[src/rtl/aes_128_core_arbiter.sv]
// Round-robin arbiter/sequencer sharing one iterative AES-128 core among
// NUM_REQ requesters. A single job is in flight at a time: grant, start the
// core, wait for completion (or give up after TIMEOUT cycles), then hand the
// ciphertext back to the owner over a valid/ready response channel.
module aes_128_core_arbiter #(
    parameter int NUM_REQ = 4,
    parameter int TIMEOUT = 32
) (
    input  logic                       clk_i,
    input  logic                       rst_ni,
    input  logic [NUM_REQ-1:0]         req_valid_i,
    output logic [NUM_REQ-1:0]         req_ready_o,
    input  logic [NUM_REQ*128-1:0]     req_pt_i,
    input  logic [NUM_REQ*128-1:0]     req_key_i,
    output logic                       core_start_o,
    output logic [127:0]               core_pt_o,
    output logic [127:0]               core_key_o,
    input  logic                       core_done_i,
    input  logic [127:0]               core_ct_i,
    output logic [NUM_REQ-1:0]         rsp_valid_o,
    input  logic [NUM_REQ-1:0]         rsp_ready_i,
    output logic [127:0]               rsp_ct_o,
    output logic                       rsp_err_o,
    output logic                       busy_o,
    output logic [$clog2(NUM_REQ)-1:0] owner_o
);

    localparam int IW = $clog2(NUM_REQ);

    localparam logic [1:0] ST_IDLE  = 2'd0;
    localparam logic [1:0] ST_ISSUE = 2'd1;
    localparam logic [1:0] ST_WAIT  = 2'd2;
    localparam logic [1:0] ST_RESP  = 2'd3;

    // The counter starts at 0 in the first WAIT cycle; the job is abandoned
    // in the cycle where its incremented value would reach TIMEOUT-1, so RESP
    // is entered exactly TIMEOUT cycles after the ISSUE cycle.
    localparam logic [7:0] CNT_LAST = 8'(TIMEOUT - 2);

    logic [1:0]    state_reg;
    logic [IW-1:0] rr_ptr_reg;
    logic [IW-1:0] owner_reg;
    logic [127:0]  pt_reg;
    logic [127:0]  key_reg;
    logic [127:0]  ct_reg;
    logic          err_reg;
    logic [7:0]    cnt_reg;

    // Candidate list in round-robin order: slot gi holds requester
    // (rr_ptr + gi) mod NUM_REQ, so slot 0 has the highest priority.
    logic [IW:0]        cand_sum [NUM_REQ];
    logic [IW-1:0]      cand_idx [NUM_REQ];
    logic [NUM_REQ-1:0] cand_valid;

    for (genvar gi = 0; gi < NUM_REQ; gi++) begin : g_cand
        assign cand_sum[gi]   = {1'b0, rr_ptr_reg} + (IW+1)'(gi);
        assign cand_idx[gi]   = (cand_sum[gi] >= (IW+1)'(NUM_REQ))
                              ? IW'(cand_sum[gi] - (IW+1)'(NUM_REQ))
                              : cand_sum[gi][IW-1:0];
        assign cand_valid[gi] = req_valid_i[cand_idx[gi]];
    end

    logic [IW-1:0] win_idx;
    logic          win_found;

    // Pick the first valid candidate; scanning downward lets slot 0 win last.
    always_comb begin
        win_idx   = '0;
        win_found = 1'b0;
        for (int i = NUM_REQ - 1; i >= 0; i--) begin
            if (cand_valid[i]) begin
                win_found = 1'b1;
                win_idx   = cand_idx[i];
            end
        end
    end

    // Job sequencing: grant/latch, start, wait for done or timeout, respond.
    always_ff @(posedge clk_i or negedge rst_ni) begin
        if (!rst_ni) begin
            state_reg  <= ST_IDLE;
            rr_ptr_reg <= '0;
            owner_reg  <= '0;
            pt_reg     <= '0;
            key_reg    <= '0;
            ct_reg     <= '0;
            err_reg    <= 1'b0;
            cnt_reg    <= '0;
        end else begin
            case (state_reg)
                ST_IDLE: begin
                    if (win_found) begin
                        pt_reg    <= req_pt_i[int'(win_idx) * 128 +: 128];
                        key_reg   <= req_key_i[int'(win_idx) * 128 +: 128];
                        owner_reg <= win_idx;
                        state_reg <= ST_ISSUE;
                    end
                end
                ST_ISSUE: begin
                    cnt_reg   <= '0;
                    state_reg <= ST_WAIT;
                end
                ST_WAIT: begin
                    // Completion takes precedence over a coincident timeout.
                    if (core_done_i) begin
                        ct_reg    <= core_ct_i;
                        err_reg   <= 1'b0;
                        state_reg <= ST_RESP;
                    end else if (cnt_reg == CNT_LAST) begin
                        ct_reg    <= '0;
                        err_reg   <= 1'b1;
                        state_reg <= ST_RESP;
                    end else begin
                        cnt_reg <= cnt_reg + 8'd1;
                    end
                end
                default: begin
                    if (rsp_ready_i[owner_reg]) begin
                        rr_ptr_reg <= (owner_reg == IW'(NUM_REQ - 1)) ? '0 : owner_reg + 1'b1;
                        state_reg  <= ST_IDLE;
                    end
                end
            endcase
        end
    end

    for (genvar gi = 0; gi < NUM_REQ; gi++) begin : g_onehot
        assign req_ready_o[gi] = (state_reg == ST_IDLE) && win_found && (win_idx == IW'(gi));
        assign rsp_valid_o[gi] = (state_reg == ST_RESP) && (owner_reg == IW'(gi));
    end

    assign core_start_o = (state_reg == ST_ISSUE);
    assign core_pt_o    = pt_reg;
    assign core_key_o   = key_reg;
    assign rsp_ct_o     = (state_reg == ST_RESP) ? ct_reg : '0;
    assign rsp_err_o    = (state_reg == ST_RESP) && err_reg;
    assign busy_o       = (state_reg != ST_IDLE);
    assign owner_o      = owner_reg;

endmodule

[config.mk]
export PLATFORM = sky130hd
export DESIGN_NAME = aes_128_core_arbiter
export DESIGN_NICKNAME = d
export VERILOG_FILES = /design/src/rtl/aes_128_core_arbiter.sv
export SDC_FILE = /design/constraint.sdc
export NUM_CORES = 1
export LEC_CHECK = 0
export CAP_MARGIN = 20
export CORE_AREA = 2 2 606 608
export CTS_CLUSTER_DIAMETER = 100
export DETAILED_ROUTE_END_ITERATION = 8
export DIE_AREA = 0 0 608 610
export PLACE_DENSITY = 0.3
export SYNTH_ARGS = -nofsm -noshare
export SYNTH_HDL_FRONTEND = slang
export SYNTH_SLANG_ARGS = --single-unit
[constraint.sdc]
create_clock -name clk_i -period 2.33 [get_ports clk_i]
set_clock_uncertainty 0.05 [all_clocks]
set_input_delay 0.466 -clock clk_i [delete_from_list [all_inputs] [get_ports clk_i]]
set_output_delay 0.466 -clock clk_i [all_outputs]
set_load 0.01 [all_outputs]
==> results.txt <==
Outcome: finished with violations
Failing checks: setup timing
Xor/xnor share of the synthesized area: 0.0766%
Min Clock Period, post-route: 2800 ps
Post-Synthesis Cells: 2283
Total gr overflow: 0
Register bit total from synthesis: 399
Root Buffer: clkbuf_16
Compound-Gate Fraction of Synth Area: 22.8%
Global-route usage over all layers: 14.7%
Clk_lat worst skew: 770 ps
Initial core utilization: 6.27%
Final Slew Violations: 0
Worst vdd ir: 0.489 mV
First-pass GRT wire length: 351 mm
Final Hold Slack: 222 ps
Number of flops mapped to enable cells by yosys: 0
Core area: 0.364 mm^2
WP data arrival: 2280 ps
CP Class: reg2out
Hold Path Class: in2async
WL final: 295 mm
Syn_nets: 3457
CP Data Required Time: 1810 ps
Vias: 28947
Fmax: 358 MHz
TritonCTS Buffers: 73
Final hold viol count: 0
Routed Antenna Nets: 0
Post-Synth Adder-Cell Area: 0.602%
Antenna violations before repair: 245
First DRT Iteration DRCs: 1757
Startpoint Class: flip-flop
Share of layout cells above drive strength 1: 27.6%
Clock sink count: 399
Pin count of the biggest net entering global routing: 72
Detailed Routing Iterations Pass 1: 5
Post-route setup slack: -466 ps
Clk pin slew, worst setup/hold paths: 50 ps
Ys async rst share: 100%
Setup violation total in the final timing report: 403
Die Wd: 608 um
Sequential share of the synthesized area: 43.7%
Drt wl/cell: 32.6 um
Post-Place Setup Slack: -1420 ps
Multiplexer fraction of the synthesized cell area: 11.5%
Nets: 5290
I/O pin cnt: 1560
Worst Tran Pin Value: 715 ps
Vias in the first global route: 29079
Simple-gate portion of the synthesized area: 15.9%
Clock buffer depth: 4
Leakage: 21.0 nW
Rows: 222
Die height: 610 um
CP endpoint kind: output pin
RSZ-0062 raised after global routing: true
Leading cell type in the layout, fill and taps excluded: clkdlybuf4s50_1
Crit Path Max Fanout: 4
DIE AREA: 0.371 mm^2
RD Place Congestion: 0.918
Area growth, synth to finish: 139%
CTS tree: done
Relative slew slack: 52.3%
H-tree Lvls: 3
R2r setup slk: -440 ps
Synth Warn #: 0
Unique cell type count in the Yosys netlist: 47
Commonest non-fill, non-tap cells in the layout: clkdlybuf4s50_1, dfrtp_1, a211oi_1
Drt drc: 0
IO buf count: 1559
DR vias/cell: 3.20
Fin crit share: 120%
Pwr/cell area: 1140 mW/mm^2
MaxCap Viol Count: 0
DP Wirelength: 243 mm
Avg Inst Size Synth: 10.0 um^2
Most used DFF post-synth: dfrtp_1
Main combinational cell family by area after synthesis: compound AO/OA/AOI/OAI gates
Setup TNS: -94820 ps
Synthesized cell area: 0.0229 mm^2
==> stage by stage <==
| stage | util [%] | std cells | power, mW | area, um^2 |
|---|---|---|---|---|
| global placement | 12.7 | 8699 | 43.7 | 46400 |
| CTS | 13.6 | 8862 | 57.3 | 49700 |
| global route | 14.9 | 9005 | 65.6 | 54500 |
| floorplan | - | 2283 | 24.5 | 22900 |
| detailed placement | 12.7 | 8699 | 43.8 | 46400 |
| finish | 15.0 | 9050 | 62.3 | 54600 |
==> logic make-up (layout without fill, tap and decap cells) <==
| logic type | after synthesis | in the layout |
|---|---|---|
| AND/OR/NAND/NOR | 687 | 687 |
| flip-flops | 399 | 399 |
| buffers and inverters | 255 | 2136 |
| AO/OA/AOI/OAI | 668 | 668 |
| other | 0 | 70 |
| XOR/XNOR | 2 | 2 |
| adder cells (fa/ha/maj) | 11 | 11 |
| multiplexers | 261 | 261 |
==> cell usage after synthesis (3+ instances only) <==
cell        n  area share (%)
o31ai_1     3           0.098
buf_6      22             1.1
a22o_1    129             4.9
a21oi_1     5            0.11
o21ai_0     5            0.11
a211oi_2   10            0.55
ha_1       11            0.60
buf_4       5            0.16
a211oi_1  502              16
and2_1    135             3.7
inv_1      11            0.18
nor2_1    263             4.3
clkbuf_1  136             2.2
and3_1    261             7.1
buf_2      66             1.4
dfrtp_1   399              44
nand2_1     8            0.13
nand3_1     6            0.13
buf_1      11            0.18
mux2i_1   258              11
==> layer usage <==
metal	up-vias	routed length [um]	GRT usage [%]
met3	562	27000	6.38
met5	-	781	0
li1	12357	-	-
met4	120	10200	3.92
met2	1364	149000	26.7
met1	14544	108000	15.3
==> critical path, cell delays in order, from the launching register on <==
cell and delay, ps:
dfrtp_2 450, buf_4 150, o32a_4 340, and2_4 170, nor3_4 230, buf_2 180
==> final cells by class <==
| class | count | area, um^2 |
|---|---|---|
| fill | 41026 | 310000 |
| timing repair buffer | 2001 | 21800 |
| multi-input combinational | 1629 | 14200 |
| sequential | 399 | 9990 |
| tap | 4816 | 6030 |
| clock buffer | 100 | 2090 |
| clock inverter | 23 | 278 |
| antenna | 70 | 175 |
| inverter | 12 | 45.0 |
==> worst paths after layout <==
path,startpoint,endpoint,cells past startpoint
min,rst_ni,ct_reg[32],2
min in group clk_i,core_ct_i[10],ct_reg[10],2
max reg2reg,rr_ptr_reg[1],core_key_o[94],14
max,rr_ptr_reg[1],req_ready_o[0],5
max in group asynchronous,rst_ni,core_pt_o[59],4
min reg2reg,ct_reg[36],ct_reg[36],1
==> repair_timing <==
action,in CTS,in global routing
hold buffers,1,0
gates resized for setup,644,741
gates cloned,9,44
setup buffers,30,89
pin swaps,17,149
setup endpoints to repair,480,455
endpoints found under the hold margin,8,0
==> report_power, final <==
part	total (mW)	internal (mW)	leakage [nW]	switching, mW
registers	12.7	10.3	4.58	2.34
logic	38.4	18.9	15.3	19.5
clock network	11.2	6.81	1.16	4.42
Note: power is estimated with default switching activity, not from simulation.
